--- config.mk ---
export PLATFORM = sky130hd
export DESIGN_NAME = branch_unit_flat
export DESIGN_NICKNAME = d
export VERILOG_FILES = /design/src/rtl/branch_unit_if.sv /design/src/rtl/branch_unit.sv /design/src/flat_wrapper.sv
export SDC_FILE = /design/constraint.sdc
export NUM_CORES = 1
export LEC_CHECK = 0
export CAP_MARGIN = 20
export CELL_PAD_IN_SITES_DETAIL_PLACEMENT = 0
export CELL_PAD_IN_SITES_GLOBAL_PLACEMENT = 2
export CORE_ASPECT_RATIO = 1.25
export CORE_MARGIN = 10
export CORE_UTILIZATION = 17
export CTS_CLUSTER_SIZE = 24
export DETAILED_ROUTE_END_ITERATION = 8
export PLACE_DENSITY_LB_ADDON = 0.1
export SLEW_MARGIN = 20
export SYNTH_ARGS = -nofsm -noshare
export SYNTH_HDL_FRONTEND = slang
export SYNTH_SLANG_ARGS = --single-unit
--- constraint.sdc ---
create_clock -name clk -period 1.65 [get_ports clk]
set_input_delay 0.2475 -clock clk [delete_from_list [all_inputs] [get_ports clk]]
set_output_delay 0.2475 -clock clk [all_outputs]
set_load 0.05 [all_outputs]
--- src/rtl/branch_unit_if.sv ---
// Bundle of decode inputs, ALU flags and next-PC outputs between the datapath
// and the branch-resolution block.
interface branch_unit_if #(
  parameter int PC_W = 8,
  parameter int RA_W = 32
);
  logic [2:0]      opcode;
  logic [3:0]      fcode;
  logic [PC_W-1:0] branch_addr;
  logic            carryFlag;
  logic            zeroFlag;
  logic            overflowFlag;
  logic            signFlag;
  logic [PC_W-1:0] PC;
  logic [PC_W-1:0] branch_PC;
  logic            PC_select;
  logic [RA_W-1:0] ra;

  modport master (
    output opcode, fcode, branch_addr, carryFlag, zeroFlag, overflowFlag,
           signFlag, PC,
    input  branch_PC, PC_select, ra
  );

  modport slave (
    input  opcode, fcode, branch_addr, carryFlag, zeroFlag, overflowFlag,
           signFlag, PC,
    output branch_PC, PC_select, ra
  );
endinterface

--- src/rtl/branch_unit.sv ---
// KGP-RISC branch resolution: combinational taken/target decode against the ALU
// flags, plus the clocked return-address register used by call/ret.
module branch_unit #(
  parameter int PC_W = 8,
  parameter int RA_W = 32
) (
  input  logic         clk,
  input  logic         rst,
  branch_unit_if.slave bus
);

  localparam logic [2:0] OP_BRANCH = 3'b011;

  typedef enum logic [3:0] {
    F_B    = 4'b0000,
    F_BZ   = 4'b0001,
    F_BNZ  = 4'b0010,
    F_BCY  = 4'b0011,
    F_BNCY = 4'b0100,
    F_BS   = 4'b0101,
    F_BNS  = 4'b0110,
    F_BV   = 4'b0111,
    F_BNV  = 4'b1000,
    F_CALL = 4'b1001,
    F_RET  = 4'b1010
  } fcode_e;

  logic [RA_W-1:0] ra_q;
  logic [RA_W-1:0] ra_d;
  logic [PC_W-1:0] pc_inc_s;
  logic            is_branch_s;
  logic            taken_s;
  logic [PC_W-1:0] target_s;

  // Taken decision and next-PC target; only the flag named by fcode is looked at.
  always_comb begin
    pc_inc_s    = bus.PC + {{(PC_W-1){1'b0}}, 1'b1};
    is_branch_s = (bus.opcode == OP_BRANCH);
    taken_s     = 1'b0;
    target_s    = bus.branch_addr;
    if (is_branch_s) begin
      case (bus.fcode)
        F_B:     taken_s = 1'b1;
        F_BZ:    taken_s = bus.zeroFlag;
        F_BNZ:   taken_s = ~bus.zeroFlag;
        F_BCY:   taken_s = bus.carryFlag;
        F_BNCY:  taken_s = ~bus.carryFlag;
        F_BS:    taken_s = bus.signFlag;
        F_BNS:   taken_s = ~bus.signFlag;
        F_BV:    taken_s = bus.overflowFlag;
        F_BNV:   taken_s = ~bus.overflowFlag;
        F_CALL:  taken_s = 1'b1;
        F_RET: begin
          taken_s  = 1'b1;
          // ret uses the pre-update register value, so a same-cycle call cannot bypass.
          target_s = ra_q[PC_W-1:0];
        end
        default: taken_s = 1'b0;
      endcase
    end else begin
      taken_s = 1'b0;
    end
  end

  // Return address captures PC+1 on call, otherwise holds.
  always_comb begin
    ra_d = ra_q;
    if (is_branch_s && (bus.fcode == F_CALL)) begin
      ra_d = {{(RA_W-PC_W){1'b0}}, pc_inc_s};
    end else begin
      ra_d = ra_q;
    end
  end

  // Return-address register.
  always_ff @(posedge clk or posedge rst) begin
    if (rst) begin
      ra_q <= {RA_W{1'b0}};
    end else begin
      ra_q <= ra_d;
    end
  end

  assign bus.PC_select = taken_s;
  assign bus.branch_PC = taken_s ? target_s : pc_inc_s;
  assign bus.ra        = ra_q;

endmodule

--- src/flat_wrapper.sv ---
// flat-port wrapper written by rule: the top's interface ports become plain ports
module branch_unit_flat 
#(
  parameter int PC_W = 8,
  parameter int RA_W = 32
)
  (clk, rst, bus_opcode, bus_fcode, bus_branch_addr, bus_carryFlag, bus_zeroFlag, bus_overflowFlag, bus_signFlag, bus_PC, bus_branch_PC, bus_PC_select, bus_ra);
  branch_unit_if #(.PC_W(PC_W), .RA_W(RA_W)) bus_i ();
  input  logic clk;
  input  logic rst;
  input wire logic [$bits(bus_i.opcode)-1:0] bus_opcode;
  input wire logic [$bits(bus_i.fcode)-1:0] bus_fcode;
  input wire logic [$bits(bus_i.branch_addr)-1:0] bus_branch_addr;
  input wire logic [$bits(bus_i.carryFlag)-1:0] bus_carryFlag;
  input wire logic [$bits(bus_i.zeroFlag)-1:0] bus_zeroFlag;
  input wire logic [$bits(bus_i.overflowFlag)-1:0] bus_overflowFlag;
  input wire logic [$bits(bus_i.signFlag)-1:0] bus_signFlag;
  input wire logic [$bits(bus_i.PC)-1:0] bus_PC;
  output wire logic [$bits(bus_i.branch_PC)-1:0] bus_branch_PC;
  output wire logic [$bits(bus_i.PC_select)-1:0] bus_PC_select;
  output wire logic [$bits(bus_i.ra)-1:0] bus_ra;
  assign bus_i.opcode = bus_opcode;
  assign bus_i.fcode = bus_fcode;
  assign bus_i.branch_addr = bus_branch_addr;
  assign bus_i.carryFlag = bus_carryFlag;
  assign bus_i.zeroFlag = bus_zeroFlag;
  assign bus_i.overflowFlag = bus_overflowFlag;
  assign bus_i.signFlag = bus_signFlag;
  assign bus_i.PC = bus_PC;
  assign bus_branch_PC = bus_i.branch_PC;
  assign bus_PC_select = bus_i.PC_select;
  assign bus_ra = bus_i.ra;
  branch_unit #(.PC_W(PC_W), .RA_W(RA_W)) u_core (.clk(clk), .rst(rst), .bus(bus_i));
endmodule
==> metrics.log, run 1 <==
[metrics] result of the run: finished, violations left
[metrics] failing checks: setup timing
[metrics] crit path DAT: 1.67 ns
[metrics] type of the worst setup path: input pin to output port
[metrics] number of antenna violations at the first check in global routing: 0
[metrics] remaining number of nets flagged by the antenna check after routing: 0
[metrics] area of all placed cells without fillers: 1830 µm²
[metrics] required time at the worst-slack endpoint: 1.40 ns
[metrics] Primary FF master, synth: sky130_fd_sc_hd__dfrtp_1
[metrics] flip-flop and latch count after synthesis: 8
[metrics] YS warnings: 0
[metrics] TritonCTS clock tree: built
[metrics] Max IR drop VDD: 0.191 mV
[metrics] clock period minus worst slack: 1.92 ns
[metrics] TritonCTS Buffers: 3
[metrics] number of endpoints failing setup at the final stage: 9
[metrics] DIE AREA: 8730 µm²
[metrics] post-route clock skew: 0 ns
[metrics] total standard cell area after synthesis: 915 µm²
[metrics] Via density: 3.81
[metrics] root buffer selected by CTS: sky130_fd_sc_hd__clkbuf_8
[metrics] critical path peak fanout: 5
[metrics] most area-hungry cell type in the Yosys netlist: sky130_fd_sc_hd__dfrtp_1
[metrics] final critical-path share of the clock period: 116%
[metrics] antenna diode instance count: 0
[metrics] share of synthesized registers carrying an async set or reset: 100%
[metrics] crit end category: output port
[metrics] total iterations of the first detailed-routing run: 4
[metrics] worst min-delay path class: input pin to async pin
[metrics] Core Footprint: 5150 µm²
[metrics] level count of the clock H-tree: 1
[metrics] total placed instance area: 1610 µm²
[metrics] final hold slack: 0.296 ns
[metrics] Total Power: 0.00117 W
[metrics] power per cell area: 638 nW/µm²
[metrics] kind of start point of the critical path: input pin
[metrics] area of the multi-input gates: 836 µm²
[metrics] number of hold-repair buffers added at the cts stage: 0
[metrics] portion of the post-synthesis area used by sequential elements: 21.9%
[metrics] most common cell in the netlist: sky130_fd_sc_hd__buf_4
[metrics] static leakage: 0.814 nW
[metrics] overall die height: 102 µm
[metrics] Chip Width: 85.6 µm
[metrics] pins over their slew limit: 0
[metrics] global router's overall resource usage: 7.75%
[metrics] top post-synthesis cells by area: sky130_fd_sc_hd__dfrtp_1 (22%), sky130_fd_sc_hd__buf_4 (20%), sky130_fd_sc_hd__mux2i_1 (16%)
[metrics] total congestion overflow: 0
[metrics] unrepaired setup endpoints after global routing: true
[metrics] timing-limited maximum frequency: 0.522 GHz
[metrics] launch point of the worst reg-to-reg path: u_core.bus.ra[1]
[metrics] wire length of the first global-routing pass: 5360 µm
[metrics] starting DRC count in detailed routing: 23
[metrics] Final #Nets: 199
[metrics] unique cell type count in the Yosys netlist: 29
[metrics] count of port buffers added during placement: 45
[metrics] Longest Clk Path Bufs: 2
[metrics] Syn Inst Count: 105
[metrics] number of vias after detailed routing: 873
[metrics] # IOs: 70
[metrics] EDFF count, synth: 0
[metrics] synth cell count leaders: sky130_fd_sc_hd__buf_4 (24), sky130_fd_sc_hd__mux2i_1 (15), sky130_fd_sc_hd__nand2_1 (9), sky130_fd_sc_hd__o21ai_0 (9), sky130_fd_sc_hd__dfrtp_1 (8)
[metrics] Syn Area/Cell: 8.71 µm²
[metrics] sequential cell area: 200 µm²
[metrics] Hold Vio Cnt, Final: 0
[metrics] CTS clock-pin slew for the worst setup and hold paths: 0.04 ns
[metrics] max-capacitance violation count: 0
[metrics] vias in the first global route: 1028
[metrics] share of the synthesized area in the top cell type: 21.9%
[metrics] synth-to-layout area growth: 101%
[metrics] total routed wirelength: 3330 µm
[metrics] Placed Instances: 223
[metrics] wire per inst: 14.5 µm
[metrics] half-perimeter wire length after placement: 2790 µm
[metrics] clock latency reported for the late side of the worst-skew pair: 0.23 ns
[metrics] number of standard-cell rows in the floorplan: 29
[metrics] initial standard-cell utilization of the core: 17.8%
[metrics] Crit. Startpoint: bus_fcode[0]
[metrics] pin count of the biggest net entering global routing: 9
[metrics] sinks on the clock net: 8
[metrics] number of flip-flops in the largest register: 8
[metrics] DRC viols: 0
[metrics] GPL Wtd Cong: 0.752
[metrics] filler cell count: 533
[metrics] non-filler instance count after layout: 229
[metrics] fraction of final layout cells sized beyond drive strength 1: 51.5%
[metrics] final worst slack: -0.267 ns
## worst max-delay path: stages
cell and delay, ns:
sky130_fd_sc_hd__buf_8 0.10, sky130_fd_sc_hd__or2_0 0.21, sky130_fd_sc_hd__a21oi_1 0.16, sky130_fd_sc_hd__o21bai_2 0.11
sky130_fd_sc_hd__a21oi_4 0.20, sky130_fd_sc_hd__buf_12 0.17, sky130_fd_sc_hd__mux2_4 0.32, sky130_fd_sc_hd__buf_12 0.15
## layout make-up
type | instances | area share (%)
sequential | 8 | 10.9
tap | 62 | 4.23
clock buffer | 3 | 2.25
inverter | 1 | 0.205
multi-input combinational | 92 | 45.6
timing repair buffer | 63 | 36.8
## final timing paths
check                                         to  slack (ns)  cells after the start
max in group asynchronous       u_core.bus.ra[5]        1.09                      2
min in group clk                u_core.bus.ra[0]        0.51                      2
worst max-delay path            bus_branch_PC[1]       -0.27                      8
worst min register to register  u_core.bus.ra[0]        0.51                      2
worst min-delay path            u_core.bus.ra[0]        0.30                      2
worst max register to register  u_core.bus.ra[1]        0.88                      1
## logic make-up (layout without fill, tap and decap cells)
group                    after synthesis  count (layout)  synth area share (%)
multiplexers                          18              18                  20.9
adder cells (fa/ha/maj)                1               1                  1.37
XOR/XNOR                               6               6                  5.75
other                                  1              24                 0.410
AO/OA/AOI/OAI                         13              13                  7.80
flip-flops                             8               8                  21.9
AND/OR/NAND/NOR                       30              30                  18.9
buffers and inverters                 28              67                  23.0
## timing repair
item	in CTS	in global routing
hold endpoints to repair	0	0
buffers inserted	4	0
setup endpoints to repair	9	9
pin swaps	12	10
gates resized for setup	56	25
gates cloned	1	0
## cells in the final DEF (no fill, tap or decap), types with 2 or more instances in the layout
cell type / n
sky130_fd_sc_hd__conb_1: 24
sky130_fd_sc_hd__buf_4: 23
sky130_fd_sc_hd__clkdlybuf4s50_1: 14
sky130_fd_sc_hd__buf_12: 11
sky130_fd_sc_hd__nand2_1: 9
sky130_fd_sc_hd__mux2i_4: 8
sky130_fd_sc_hd__dfrtp_1: 8
sky130_fd_sc_hd__o21ai_0: 7
sky130_fd_sc_hd__mux2i_2: 6
sky130_fd_sc_hd__buf_6: 4
sky130_fd_sc_hd__xor2_2: 3
sky130_fd_sc_hd__xnor2_2: 3
sky130_fd_sc_hd__clkbuf_8: 3
sky130_fd_sc_hd__clkbuf_2: 3
sky130_fd_sc_hd__nand2b_4: 2
sky130_fd_sc_hd__nor2_4: 2
sky130_fd_sc_hd__nand3b_1: 2
sky130_fd_sc_hd__nand3_1: 2
sky130_fd_sc_hd__nand3_2: 2
sky130_fd_sc_hd__o21ai_2: 2
sky130_fd_sc_hd__nor2_1: 2
sky130_fd_sc_hd__mux2_4: 2
sky130_fd_sc_hd__dlygate4sd2_1: 2
sky130_fd_sc_hd__dlymetal6s2s_1: 2
sky130_fd_sc_hd__clkdlybuf4s15_1: 2
## stage by stage
| stage | TNS, ns | util (%) | setup WS [ns] |
|---|---|---|---|
| after floorplan | -0.738 | - | -0.100 |
| after global placement | -6.10 | 31.2 | -0.678 |
| after detailed placement | -6.54 | 31.2 | -0.708 |
| after CTS | -2.48 | 35.0 | -0.310 |
| after global routing | -2.16 | 35.6 | -0.314 |
| final | -1.70 | 35.6 | -0.267 |
## metal layers
layer	routed length (µm)	vias to the layer above	global-route usage, %
met2	1700	40	13.5
met3	261	2	2.95
met4	18	0	2.66
met5	0	-	0
met1	1350	405	8.40
li1	-	426	-
## report_power, final
part           switching, W  internal, W  total, W
sequential        0.0000256     0.000224  0.000250
combinational      0.000422     0.000262  0.000684
clock             0.0000785     0.000158  0.000237
total              0.000526     0.000645   0.00117
Power figures use the tool's default switching activity.
==> inputs of run 2 (changes only) <==
CORE_ASPECT_RATIO = not set   (was 1.25)
==> run 2 against run 1 <==
Net effect: the flow still finishes with violations (setup timing); via count increased by 0.34%; worst hold slack got worse by 0.0056 ns; sequential power about the same; register-to-register slack about the same; non-clock buffer count increased by 1; clock power increased by 7%; clock skew unchanged; core utilization decreased by 1.7 points; critical path depth unchanged; critical endpoint unchanged.
==> metrics.log, run 2 (synthesis gave the netlist of run 1 again) <==
[metrics] CTS clock-pin slew for the worst setup and hold paths: 0.05 ns (about the same)
[metrics] number of flip-flops in the largest register: 8 (unchanged)
[metrics] Core Footprint: 5170 µm² (+0.39%)
[metrics] worst min-delay path class: input pin to async pin
[metrics] synth-to-layout area growth: 91.9%
[metrics] result of the run: finished, violations left
[metrics] clock latency reported for the late side of the worst-skew pair: 0.23 ns (about the same)
[metrics] power per cell area: 663 nW/µm² (+3.9%)
[metrics] root buffer selected by CTS: sky130_fd_sc_hd__clkbuf_8
[metrics] Longest Clk Path Bufs: 2 (unchanged)
[metrics] type of the worst setup path: input pin to output port
[metrics] DIE AREA: 8710 µm² (-0.21%)
[metrics] final critical-path share of the clock period: 113% (-3.5 points)
[metrics] pin count of the biggest net entering global routing: 15 (+6)
[metrics] Hold Vio Cnt, Final: 0 (unchanged)
[metrics] max-capacitance violation count: 0 (unchanged)
[metrics] unrepaired setup endpoints after global routing: true
[metrics] failing checks: setup timing
[metrics] antenna diode instance count: 0 (unchanged)
[metrics] TritonCTS clock tree: built
[metrics] required time at the worst-slack endpoint: 1.40 ns (about the same)
[metrics] wire per inst: 13.7 µm (-5.9%)
[metrics] # IOs: 70 (unchanged)
[metrics] number of endpoints failing setup at the final stage: 8 (-1)
[metrics] kind of start point of the critical path: input pin
[metrics] Final #Nets: 200 (+0.50%)
[metrics] overall die height: 93.4 µm (-8.5%)
[metrics] DRC viols: 0 (unchanged)
[metrics] final worst slack: -0.209 ns (+0.0585 ns)
[metrics] pins over their slew limit: 0 (unchanged)
[metrics] Placed Instances: 231 (+3.6%)
[metrics] vias in the first global route: 980 (-4.7%)
[metrics] non-filler instance count after layout: 238 (+3.9%)
[metrics] sinks on the clock net: 8 (unchanged)
[metrics] Via density: 3.68 (-3.5%)
[metrics] number of standard-cell rows in the floorplan: 26 (-10%)
[metrics] Sum Neg Setup Slack: -1.49 ns (+0.212 ns)
[metrics] total routed wirelength: 3260 µm (-2.2%)
[metrics] GPL Wtd Cong: 0.773 (+2.8%)
[metrics] count of port buffers added during placement: 45 (unchanged)
[metrics] critical path peak fanout: 4 (-1)
[metrics] post-route clock skew: 0 ns (unchanged)
[metrics] crit path DAT: 1.61 ns (-0.06 ns)
[metrics] fraction of final layout cells sized beyond drive strength 1: 42.9% (-8.6 points)
[metrics] global router's overall resource usage: 7.32% (-0.43 points)
[metrics] starting DRC count in detailed routing: 20 (-13%)
[metrics] Max IR drop VDD: 0.213 mV (+11%)
[metrics] total congestion overflow: 0 (unchanged)
[metrics] initial standard-cell utilization of the core: 17.7% (-0.069 points)
[metrics] highest-count cells in the layout ignoring fill and taps: sky130_fd_sc_hd__conb_1 (24), sky130_fd_sc_hd__buf_4 (24), sky130_fd_sc_hd__clkdlybuf4s50_1 (14)
[metrics] number of vias after detailed routing: 876 (+0.34%)
[metrics] crit end category: output port
[metrics] static leakage: 0.818 nW (+0.49%)
[metrics] clock period minus worst slack: 1.86 ns (-0.0585 ns)
[metrics] timing-limited maximum frequency: 0.538 GHz (+3.1%)
[metrics] Chip Width: 93.4 µm (+9.0%)
[metrics] wire length of the first global-routing pass: 5090 µm (-5.1%)
[metrics] total iterations of the first detailed-routing run: 4 (unchanged)
[metrics] number of antenna violations at the first check in global routing: 0 (unchanged)
[metrics] remaining number of nets flagged by the antenna check after routing: 0 (unchanged)
[metrics] TritonCTS Buffers: 3 (unchanged)
[metrics] half-perimeter wire length after placement: 2790 µm (+0.18%)
[metrics] level count of the clock H-tree: 1 (unchanged)
==> run 2: cell count changes in the layout (fill, tap and decap cells not counted), moves of 3 or more <==
cell	delta
sky130_fd_sc_hd__mux2i_1	+5
sky130_fd_sc_hd__xor2_2	-3
sky130_fd_sc_hd__mux2i_2	-5
sky130_fd_sc_hd__xor2_1	+3
==> run 2: report_power, final <==
group / internal (W) / switching [W]
sequential: 0.000224 / 0.0000230
clock: 0.000160 / 0.0000940
combinational: 0.000253 / 0.000411
==> run 2: critical path: stages <==
cell                       delay [ns]
sky130_fd_sc_hd__buf_6           0.09
sky130_fd_sc_hd__or2_1           0.21
sky130_fd_sc_hd__a21oi_1         0.14
sky130_fd_sc_hd__o21bai_1        0.10
sky130_fd_sc_hd__a21oi_2         0.18
sky130_fd_sc_hd__buf_6           0.17
sky130_fd_sc_hd__mux2_4          0.32
sky130_fd_sc_hd__buf_12          0.15
==> run 2: worst paths after layout <==
kind	depth (start not counted)	from	end	slack, ns
worst min register to register	2	u_core.bus.ra[4]	u_core.bus.ra[4]	0.51
worst max register to register	1	u_core.bus.ra[1]	u_core.bus.ra[1]	0.89
max in group asynchronous	2	rst	u_core.bus.ra[0]	1.10
worst max-delay path	8	bus_zeroFlag	bus_branch_PC[1]	-0.21
min in group clk	2	u_core.bus.ra[4]	u_core.bus.ra[4]	0.51
worst min-delay path	2	rst	u_core.bus.ra[4]	0.29
==> run 2: repair_timing <==
| item | CTS | global route |
|---|---|---|
| endpoints found under the setup margin | 9 | 8 |
| gates resized for setup | 57 | 7 |
| hold buffers | 0 | 0 |
| cloned | 0 | 0 |
| pin swaps | 13 | 4 |
| setup buffers | 3 | 1 |
==> run 2: cell type report <==
class,count,area (µm²)
sequential,8,200
timing repair buffer,64,666
fill,530,3420
tap,70,87.6
multi-input combinational,92,757
inverter,1,3.75
clock buffer,3,41.3
==> run 2: metrics by stage <==
stage | worst slack [ns] | util (%) | total power (W) | area (µm²) | hold slack (ns)
floorplan | -0.100 | - | 0.000688 | 1100 | 0.0632
detailed placement | -0.696 | 31.0 | 0.000900 | 1600 | 0.504
finish | -0.209 | 33.9 | 0.00116 | 1760 | 0.290
CTS | -0.252 | 33.7 | 0.00118 | 1740 | 0.316
global route | -0.283 | 33.9 | 0.00122 | 1760 | 0.349
global placement | -0.662 | 31.0 | 0.000895 | 1600 | 0.492
==> run 2: per-layer routing <==
metal | global-route usage [%] | up-vias | part of all wire [%]
met2 | 12.0 | 44 | 47
met1 | 8.29 | 393 | 42
li1 | - | 435 | -
met4 | 1.93 | 0 | 0.52
met3 | 3.52 | 4 | 11
met5 | 0 | - | 0
